`src/rtl/loader_pkg.sv`:
```
`default_nettype none
// +----------------------------------------------------------------------+
// | loader_pkg                                                           |
// | Shared state encodings and stream-format constants for instr_loader. |
// | Revision: 1.0                                                        |
// +----------------------------------------------------------------------+
package loader_pkg;

  typedef logic [2:0] state_t;

  localparam state_t c_st_hdr_lo = 3'd0;
  localparam state_t c_st_hdr_hi = 3'd1;
  localparam state_t c_st_load   = 3'd2;
  localparam state_t c_st_done   = 3'd3;
  localparam state_t c_st_err    = 3'd4;

  localparam int c_hdr_bytes      = 2;
  localparam int c_bytes_per_word = 4;

endpackage : loader_pkg
`default_nettype wire

```
`src/rtl/byte_packer.sv`:
```
`default_nettype none
// +----------------------------------------------------------------------+
// | byte_packer                                                          |
// | Little-endian byte-to-word shift register with a 2-bit byte index.   |
// | Revision: 1.0                                                        |
// +----------------------------------------------------------------------+
module byte_packer
  import loader_pkg::*;
#(
  parameter int DATA_WIDTH = 8,
  parameter int WORD_WIDTH = 32
) (
  input  logic                  clk,
  input  logic                  clear,
  input  logic                  shift_en,
  input  logic [DATA_WIDTH-1:0] din,
  output logic [WORD_WIDTH-1:0] word,
  output logic                  word_full
);

  localparam int                c_idx_w    = $clog2(c_bytes_per_word);
  localparam logic [c_idx_w-1:0] c_last_idx = c_idx_w'(c_bytes_per_word - 1);

  logic [c_idx_w-1:0]               r_idx;
  logic [WORD_WIDTH-DATA_WIDTH-1:0] r_shift;

  // Earlier bytes sit in the low lanes, the byte on din completes the top lane.
  assign word      = {din, r_shift};
  assign word_full = shift_en && (r_idx == c_last_idx);

  always_ff @(posedge clk) begin
    if (clear) begin
      r_idx   <= '0;
      r_shift <= '0;
    end else if (shift_en) begin
      r_idx   <= r_idx + 1'b1;
      r_shift <= word[WORD_WIDTH-1:DATA_WIDTH];
    end
  end

endmodule : byte_packer
`default_nettype wire

```
`src/rtl/instr_loader.sv`:
```
`default_nettype none
// +----------------------------------------------------------------------+
// | instr_loader                                                         |
// | Boot loader: byte stream -> instruction memory, then releases core.  |
// | Revision: 1.0                                                        |
// +----------------------------------------------------------------------+
module instr_loader
  import loader_pkg::*;
#(
  parameter int                     ADDRESS_WIDTH = 32,
  parameter int                     DATA_WIDTH    = 8,
  parameter int                     WORD_WIDTH    = 32,
  parameter int                     DEPTH_WORDS   = 256,
  parameter logic [ADDRESS_WIDTH-1:0] BASE_ADDR   = '0
) (
  input  logic                     clk,
  input  logic                     rst,
  input  logic                     in_valid,
  input  logic [DATA_WIDTH-1:0]    in_data,
  output logic                     in_ready,
  output logic                     wr_en,
  output logic [ADDRESS_WIDTH-1:0] wr_addr,
  output logic [WORD_WIDTH-1:0]    wr_data,
  output logic                     cpu_rst,
  output logic                     done,
  output logic                     err
);

  localparam int c_n_width = c_hdr_bytes * DATA_WIDTH;

  state_t                   r_state;
  logic [c_n_width-1:0]     r_n;
  logic [c_n_width-1:0]     r_word_cnt;
  logic [ADDRESS_WIDTH-1:0] r_addr;
  logic                     r_wr_en;
  logic [ADDRESS_WIDTH-1:0] r_wr_addr;
  logic [WORD_WIDTH-1:0]    r_wr_data;

  logic                     w_accept;
  logic                     w_shift;
  logic [c_n_width-1:0]     w_n;
  logic [WORD_WIDTH-1:0]    w_word;
  logic                     w_word_full;

  assign in_ready = !rst && ((r_state == c_st_hdr_lo) ||
                             (r_state == c_st_hdr_hi) ||
                             (r_state == c_st_load));
  assign w_accept = in_valid && in_ready;
  assign w_shift  = w_accept && (r_state == c_st_load);
  assign w_n      = {in_data, r_n[DATA_WIDTH-1:0]};

  byte_packer #(
    .DATA_WIDTH(DATA_WIDTH),
    .WORD_WIDTH(WORD_WIDTH)
  ) u_packer (
    .clk      (clk),
    .clear    (rst),
    .shift_en (w_shift),
    .din      (in_data),
    .word     (w_word),
    .word_full(w_word_full)
  );

  always_ff @(posedge clk) begin
    if (rst) begin
      r_state    <= c_st_hdr_lo;
      r_n        <= '0;
      r_word_cnt <= '0;
      r_addr     <= BASE_ADDR;
      r_wr_en    <= 1'b0;
      r_wr_addr  <= BASE_ADDR;
      r_wr_data  <= '0;
    end else begin
      r_wr_en <= 1'b0;
      if (w_accept) begin
        case (r_state)
          c_st_hdr_lo: begin
            r_n[DATA_WIDTH-1:0] <= in_data;
            r_state             <= c_st_hdr_hi;
          end
          c_st_hdr_hi: begin
            r_n <= w_n;
            if (w_n == '0)
              r_state <= c_st_done;
            else if (32'(w_n) > 32'(DEPTH_WORDS))
              r_state <= c_st_err;
            else
              r_state <= c_st_load;
          end
          c_st_load: begin
            if (w_word_full) begin
              r_wr_en    <= 1'b1;
              r_wr_addr  <= r_addr;
              r_wr_data  <= w_word;
              r_addr     <= r_addr + ADDRESS_WIDTH'(c_bytes_per_word);
              r_word_cnt <= r_word_cnt + 1'b1;
              // Leaving LOAD on the same edge as the final write releases the core with it.
              if (r_word_cnt == r_n - c_n_width'(1))
                r_state <= c_st_done;
            end
          end
          default: r_state <= r_state;
        endcase
      end
    end
  end

  assign wr_en   = r_wr_en;
  assign wr_addr = r_wr_addr;
  assign wr_data = r_wr_data;
  assign cpu_rst = rst || (r_state != c_st_done);
  assign done    = !rst && (r_state == c_st_done);
  assign err     = !rst && (r_state == c_st_err);

endmodule : instr_loader
`default_nettype wire

```
`config.mk`:
```
export PLATFORM = sky130hd
export DESIGN_NAME = instr_loader
export DESIGN_NICKNAME = d
export VERILOG_FILES = /design/src/rtl/loader_pkg.sv /design/src/rtl/byte_packer.sv /design/src/rtl/instr_loader.sv
export SDC_FILE = /design/constraint.sdc
export NUM_CORES = 1
export LEC_CHECK = 0
export CAP_MARGIN = 20
export CORE_ASPECT_RATIO = 0.75
export CORE_UTILIZATION = 40
export CTS_BUF_LIST = sky130_fd_sc_hd__clkbuf_4
export DETAILED_ROUTE_END_ITERATION = 10
export GPL_TIMING_DRIVEN = 0
export SYNTH_ARGS = -nofsm -noshare
export SYNTH_HDL_FRONTEND = slang
export SYNTH_HIERARCHICAL = 1
export SYNTH_SLANG_ARGS = --single-unit
```
`constraint.sdc`:
```
create_clock -name clk -period 5.5 [get_ports clk]
set_input_delay 1.1 -clock clk [delete_from_list [all_inputs] [get_ports clk]]
set_output_delay 1.1 -clock clk [all_outputs]
set_load 0.02 [all_outputs]
```
==> summary.md, run 1 <==
| Metric | Value |
|---|---|
| Tot GR Track Use | 19.68% |
| Post-Route WL | 15940 um |
| # clock sinks | 154 |
| Maximum VDD drop | 0.1086 mV |
| DP HPWL | ~11000 um |
| Synth top area share | 46.87% |
| Boundary Pins | 80 |
| CTS tree | built |
| Setup Buffers After CTS | 0 |
| Placed Cells | 1059 |
| Status | finished, final reports clean |
| CTS buffer count | 17 |
| Die area | 16970 sq um |
| Post-CTS Hold Buffers | 0 |
| Iteration-0 DRC count of the detailed router | 277 |
| Most common cell after layout, fill and taps aside | nand2_1 |
| Clk_skew | 15.17 ps |
| Starting Density | 40.94% |
| Drc violations | 0 |
| WS Path Type | input pin to output pin |
| Post-synth EDFFs | 0 |
| Syn Area/Cell | 8.531 sq um |
| Final Cycle Share | 84.13% |
| Via count of the first global-routing pass | 4982 |
| Flop2flop setup slack | ~2300 ps |
| CP Max Fanout | 10 |
| Cell taking the most area after synthesis | dfxtp_1 |
| Register share of total power | 56.7% |
| Top FF cell, synth | dfxtp_1 |
| Int Pwr | 1.452 mW |
| YS warnings | 6 |
| Cells after Synth | 771 |
| Logic pwr share | 5.2% |
| First-pass GRT wire length | 25980 um |
| Share of cells above drive strength 1 | 8.400% |
| Fmax | 216.1 MHz |
| Period minus WS final | about 4600 ps |
| Clock root cell | clkbuf_4 |
| Htree depth | 4 |
| Top post-synthesis cells by area | dfxtp_1, nand2_1, a21oi_1, mux2i_1, nor2_1 |
| Startpoint Class | input pin |
| Final Hold Violating Endpoints | 0 |
| Pleak | between 2 and 3 nW |
| CORE AREA | 16070 sq um |
| Num rows | 40 |
| CP Capture Type | output pin |
| Largest net degree at the start of global routing | 17 |
| Register area share after synthesis | a little under half |
| RSZ-0062 raised after global routing | no |
| Area growth from synthesis to layout | 20.43% |
| Clock latency on the worst-skew pair | ~570 ps |
| Setup tns final | 0 ps |
| Clock power share | a little under two fifths |
| Drt wl/cell | 14.61 um |
| Die Span X | 150.1 um |
| Fin util | 49.31% |
| Chip Height | 113.1 um |
| Deepest clock path buffer count | 2 |
| Psw | 0.5355 mW |
| Final ANT Viol Nets | 0 |
| Via count | 5389 |
| # Max-Cap Violations | 0 |
| Critical Path AT | 3530 ps |
| Synth unique cells | 59 |
| Commonest non-fill, non-tap cells in the layout | nand2_1, dfxtp_1, nor2_1, a21oi_1, clkdlybuf4s50_1 |
| # resized after CTS | 0 |
| Final setup viols | 0 |
| Non-Filler Instances | 1091 |
| Worst-margin pin slew | 769.8 ps |
| Sw Ratio | 26.94% |
| FF+latch count, synth | 154 |
| Initial antenna violation count | 0 |
| Synth async-reset ratio | 0% |
| IO buf count | 77 |
| Clock-pin transition on the worst setup and hold timing paths | 150 ps |
| Slew Viols, Final | 0 |
| Vias per cell | 4.940 |
| Placer Congestion | 0.8157 |
| HP Class | register to register |
| Drt first pass iters | 4 |
| Slew margin rel. | approximately half |
| Cell Area, Synth | 6578 sq um |
| P per Cell Area | 250.9 nW/um^2 |
| # fillers | 1594 |
| CP required | 4400 ps |
| Total global routing overflow | 0 |
| Nets@finish | 883 |
| ANT cells | 0 |
[kinds of logic (layout without fill, tap and decap cells)]
family | Yosys count | in the layout | share of synthesized area [%]
AO/OA/AOI/OAI | 107 | 107 | 8.788
XOR/XNOR | 54 | 54 | 7.191
adder cells (fa/ha/maj) | 4 | 4 | 0.7609
buffers and inverters | 60 | 169 | 4.774
flip-flops | 154 | 154 | 46.87
multiplexers | 36 | 36 | 5.554
other | 1 | 2 | 0.05701
AND/OR/NAND/NOR | 355 | 355 | 26.00
[registers in the layout, summed over array words and instances, names as in the netlist]
register,flops
r_addr,30
r_n,16
r_state,3
r_word_cnt,16
u_packer/r_idx,2
u_packer/r_shift,24
wr_addr,30
wr_data,32
wr_en,1
[power by group through the flow]
| stage | sequential (mW) | combinational, mW | clock [mW] |
|---|---|---|---|
| 2_1_floorplan | 1.15 | 0.0702 | 0 |
| 4_1_cts | 1.13 | 0.104 | 0.775 |
| 5_1_grt | 1.13 | 0.114 | 0.819 |
| 6_report | 1.13 | 0.103 | 0.757 |
| 3_5_place_dp | 1.15 | 0.104 | 0 |
| 3_3_place_gp | 1.15 | 0.104 | 0 |
[final timing paths]
kind                            cells past startpoint    endpoint                 from
worst max-delay path                                5         err                  rst
worst max register to register                     11  r_addr[18]           r_state[1]
worst min-delay path                                2  wr_data[3]  u_packer/r_shift[3]
worst min register to register                      2  wr_data[3]  u_packer/r_shift[3]
[through the flow]
| step | hold slack (ps) | total power [mW] | setup WS, ps | instance area, sq um |
|---|---|---|---|---|
| 5_1_grt | 485.1 | 2.062 | 759.9 | 7921 |
| 3_3_place_gp | 443.7 | 1.256 | 842.4 | 7615 |
| 4_1_cts | 462.2 | 2.006 | 827.5 | 7921 |
| 2_1_floorplan | 431.2 | 1.220 | 2177 | 6581 |
| 6_report | 460.5 | 1.988 | 872.8 | 7921 |
| 3_5_place_dp | 442.5 | 1.255 | 829.0 | 7615 |
[final cells by class]
type	count	area, sq um	area share [%]
buffer	51	280.3	3.538
clock buffer	17	127.6	1.611
clock inverter	15	178.9	2.259
inverter	9	33.78	0.4265
multi-input combinational	558	3184	40.20
sequential	154	3083	38.92
tap	210	262.8	3.317
timing repair buffer	77	770.7	9.730
[metal layers]
layer | vias up | GRT usage (%) | part of all wire [%]
li1 | 2781 | - | -
met1 | 2498 | 30.28 | 55
met2 | 103 | 27.07 | 39
met3 | 7 | 5.040 | 4.9
met4 | 0 | 4.242 | 0.50
met5 | - | 0 | 0
[synthesized netlist by cell type, drive strengths merged (2+ instances only)]
master  number
or3          7
nor3        14
and3         4
nor2b        5
nor4b        2
clkbuf      21
o21ai       10
and2         6
o211ai       3
xnor2       20
a21oi       84
a211oi       2
xor2        34
nand4       20
a211o        2
dfxtp      154
inv          9
ha           4
mux2i       35
and4         3
or4b         2
nor2        85
nand2      160
nand2b       2
nand3b       2
nor3b        4
buf         30
a31oi        2
nor4         7
nand3       28
[critical path: stages]
cell and delay (ps):
clkdlybuf4s50_1 590, clkbuf_1 380, buf_1 310, nor4b_1 450
clkdlybuf4s50_1 690
(Power assumes the default switching activity.)
==> run 2: changes to the inputs <==
==> constraint.sdc (replaced) <==
create_clock -name clk -period 4.51 [get_ports clk]
set_input_delay 0.902 -clock clk [delete_from_list [all_inputs] [get_ports clk]]
set_output_delay 0.902 -clock clk [all_outputs]
set_load 0.02 [all_outputs]
==> results of run 2 <==
The final DEF is identical to that of run 1. Status: finished, final reports clean.
Main changes from that run: setup slack after placement 829.0 ps -> 235.0 ps; setup slack after layout 872.8 ps -> 278.8 ps; register-to-register setup slack 2330 ps -> 1340 ps; total power 1.988 mW -> 2.424 mW; worst IR drop on VDD 0.1086 mV -> 0.1324 mV
==> run 3: changes to the inputs <==
--- a/config.mk
+++ b/config.mk
@@ -11,7 +11,7 @@
 export CTS_BUF_LIST = sky130_fd_sc_hd__clkbuf_4
 export DETAILED_ROUTE_END_ITERATION = 10
 export GPL_TIMING_DRIVEN = 0
+export SLEW_MARGIN = 20
 export SYNTH_ARGS = -nofsm -noshare
 export SYNTH_HDL_FRONTEND = slang
-export SYNTH_HIERARCHICAL = 1
 export SYNTH_SLANG_ARGS = --single-unit
==> constraint.sdc (replaced) <==
create_clock -name clk -period 5.1 [get_ports clk]
set_input_delay 1.02 -clock clk [delete_from_list [all_inputs] [get_ports clk]]
set_output_delay 1.02 -clock clk [all_outputs]
set_load 0.02 [all_outputs]
==> run 3 against run 2 <==
  * Core utilization rose by 0.66 points
  * Global-route usage grew 1.4 points
  * Worst setup slack better by 570 ps
  * Worst hold slack worse by 1.4 ps
  * Highest routed layer unchanged
  * Synthesized area down 3.7%
  * Via count increased by 2.0%
  * Critical endpoint unchanged
==> summary.md, run 3 <==
| Metric | Value |
|---|---|
| Final Cycle Share | 83.40% |
| Tot GR Track Use | 21.13% |
| CP Max Fanout | 10 |
| CP max-delay cell | clkdlybuf4s50_1 |
| Setup tns final | 0 ps |
| Reg2reg path depth | 9 |
| Synth top area share | roughly 49% |
| Iteration-0 DRC count of the detailed router | around 460 |
| DP HPWL | 11690 um |
| Post-Route WL | around 16000 um |
| Die Span X | about 150 um |
| Cell Area, Synth | 6335 sq um |
| RSZ-0062 raised after global routing | no |
| Startpoint Class | input pin |
| Reg2Reg Capture Point | r_state[0] |
| Worst path buffer plus inverter count | 4 |
| Fmax | 235.1 MHz |
| Drt first pass iters | 5 |
| Post-CTS Hold Buffers | 0 |
| Area growth from synthesis to layout | 21.23% |
| Top FF cell, synth | dfxtp_1 |
| Clock latency on the worst-skew pair | 550 ps |
| Period minus WS final | 4254 ps |
| Logic pwr share | 6.1% |
| Htree depth | 4 |
| Status | finished, final reports clean |
| FF+latch count, synth | 154 |
| WS Path Type | input pin to output pin |
| YS warnings | 0 |
| CP Capture Type | output pin |
| Clk_skew | 12.61 ps |
| Crit path cell chain | clkdlybuf4s50_1 -> clkbuf_1 -> clkbuf_1 -> nor4_1 -> clkdlybuf4s50_1 |
| Final ANT Viol Nets | 0 |
| Clock power share | 38.5% |
| Cell taking the most area after synthesis | dfxtp_1 |
| Crit path from | rst |
| Most common cell after layout, fill and taps aside | nand2_1 |
| Worst Setup EP | err |
| Synth unique cells | 45 |
| Via count of the first global-routing pass | 4961 |
| Final Hold Violating Endpoints | 0 |
| Register area share after synthesis | 48.67% |
| Post-synth EDFFs | 0 |
| Largest net degree at the start of global routing | 17 |
| CTS buffer count | 17 |
| CORE AREA | 15370 sq um |
| Setup Buffers After CTS | 0 |
| Commonest non-fill, non-tap cells in the layout | nand2_1, dfxtp_1, a21oi_1, clkdlybuf4s50_1, nor2_1 |
| Slew margin rel. | ~59% |
| CP peak stage delay | 570 ps |
| Die area | about 16000 sq um |
| Sw Ratio | 23.32% |
| Total global routing overflow | 0 |
| Boundary Pins | 80 |
| Syn Area/Cell | 8.009 sq um |
| Final Power | approximately 2.2 mW |
| Cells after Synth | 791 |
| Register share of total power | a little under three fifths |
| Nets@finish | 903 |
| Vias per cell | around 5.0 |
| Critical path's top delay family | buffers and inverters |
| Hold Path Depth | 2 |
| Drt wl/cell | ~15 um |
| Clock-pin transition on the worst setup and hold timing paths | between 100 and 150 ps |
| CTS tree | built |
| Share of cells above drive strength 1 | 5.011% |
| Maximum VDD drop | between 0.1 and 0.15 mV |
| Initial antenna violation count | 0 |
| Slew Viols, Final | 0 |
| First-pass GRT wire length | 26880 um |
| Max FFs per register | 32 |
| Num rows | 39 |
| Top post-synthesis cells by area | dfxtp_1, nand2_1, a21oi_1, xor2_1, nor2_1 |
| Worst-margin pin slew | 612.1 ps |
| P per Cell Area | 286.5 nW/um^2 |
| IO buf count | 77 |
| Starting Density | 41.21% |
| Post-synth top cells | nand2_1, dfxtp_1, a21oi_1 |
| Deepest clock path buffer count | 2 |
| Critical Path AT | 3230 ps |
| Chip Height | between 100 and 150 um |
| Via count | 5497 |
| Final setup viols | 0 |
| CP required | 4080 ps |
| Int Pwr | 1.688 mW |
| Psw | 0.5131 mW |
| ANT cells | 0 |
| Placer Congestion | 0.8727 |
| Fin util | about half |
| HP Class | register to register |
| # resized after CTS | 0 |
| Top-count cell post-synth | nand2_1 |
| Critical path depth | 5 |
| Pleak | between 2 and 3 nW |
| Flop2flop setup slack | 2610 ps |
| Synth async-reset ratio | 0% |
| Drc violations | 0 |
| # Max-Cap Violations | 0 |
| RR Startpoint | r_n[0] |
| Clock root cell | clkbuf_4 |
| # clock sinks | 154 |
==> run 3: cell types whose count changed in the layout (fill, tap and decap cells not counted), sizes merged, moves of 4 or more <==
cell	change
nand2	+67
mux2i	-35
and3	+9
nand3	+6
inv	-13
nand4	-8
a21oi	+32
buf	-19
nor3	-5
clkbuf	+17
nor2	-28
xor2	+6
and2	-6
nor2b	-4
==> run 3: area by class of cell <==
| class | instances | area [sq um] |
|---|---|---|
| inverters | 7 | 26.28 |
| fillers | 1521 | 7691 |
| multi-input cells | 583 | 3020 |
| flip-flops and latches | 154 | 3083 |
| repair buffers | 77 | 770.7 |
| clock inverters | 11 | 178.9 |
| plain buffers | 48 | 209.0 |
| well taps | 205 | 256.5 |
| clock buffers | 18 | 135.1 |
==> run 3: how the worst min path moves through the flow <==
stage                                    from          to  slack, ps
after floorplan           u_packer.r_shift[0]  wr_data[0]        430
after global placement    u_packer.r_shift[2]  wr_data[2]        440
after detailed placement  u_packer.r_shift[3]  wr_data[3]        440
after CTS                 u_packer.r_shift[3]  wr_data[3]        460
after global routing      u_packer.r_shift[2]  wr_data[2]        470
final                              wr_data[5]  wr_data[5]        460
==> run 3: logic make-up after synthesis <==
kind of cell | after synthesis | share of synthesized area [%]
simple gates | 380 | 26.92
flops | 154 | 48.67
compound gates | 135 | 11.28
xor+xnor | 62 | 8.572
buf+inv | 55 | 3.713
fa+ha+maj | 4 | 0.7901
other cells | 1 | 0.05920
==> run 3: power by group through the flow <==
stage	Clock [mW]	Sequential, mW	Combinational, mW
2_1_floorplan	0	1.24	0.0929
3_3_place_gp	0	1.24	0.134
3_5_place_dp	0	1.24	0.134
4_1_cts	0.866	1.22	0.134
5_1_grt	0.921	1.22	0.149
6_report	0.848	1.22	0.135
==> run 3: per-stage QoR <==
stage,std cells,setup slack (ps),hold WS [ps],area (sq um)
floorplan,792,2056,432.1,6339
global placement,1074,856.7,441.9,7366
detailed placement,1074,852.6,444.4,7366
CTS,1103,849.3,461.4,7680
global route,1103,702.6,474.9,7680
finish,1103,846.5,459.1,7680
==> run 3: metal layers <==
| metal | up-vias | global-route usage [%] | wire length [um] |
|---|---|---|---|
| met5 | - | 0 | 0 |
| met1 | 2514 | 32.47 | 8757 |
| li1 | 2820 | - | - |
| met2 | 145 | 28.62 | 6616 |
| met3 | 18 | 5.021 | 882 |
| met4 | 0 | 6.186 | 203 |
==> run 3: worst reg2reg max path, delay by kind of cell (launching register included) <==
family,cells,cell delay [ps]
AO/OA/AOI/OAI,3,440
XOR/XNOR,1,200
adder cells (fa/ha/maj),1,220
buffers and inverters,1,120
flip-flops,1,410
AND/OR/NAND/NOR,3,1060
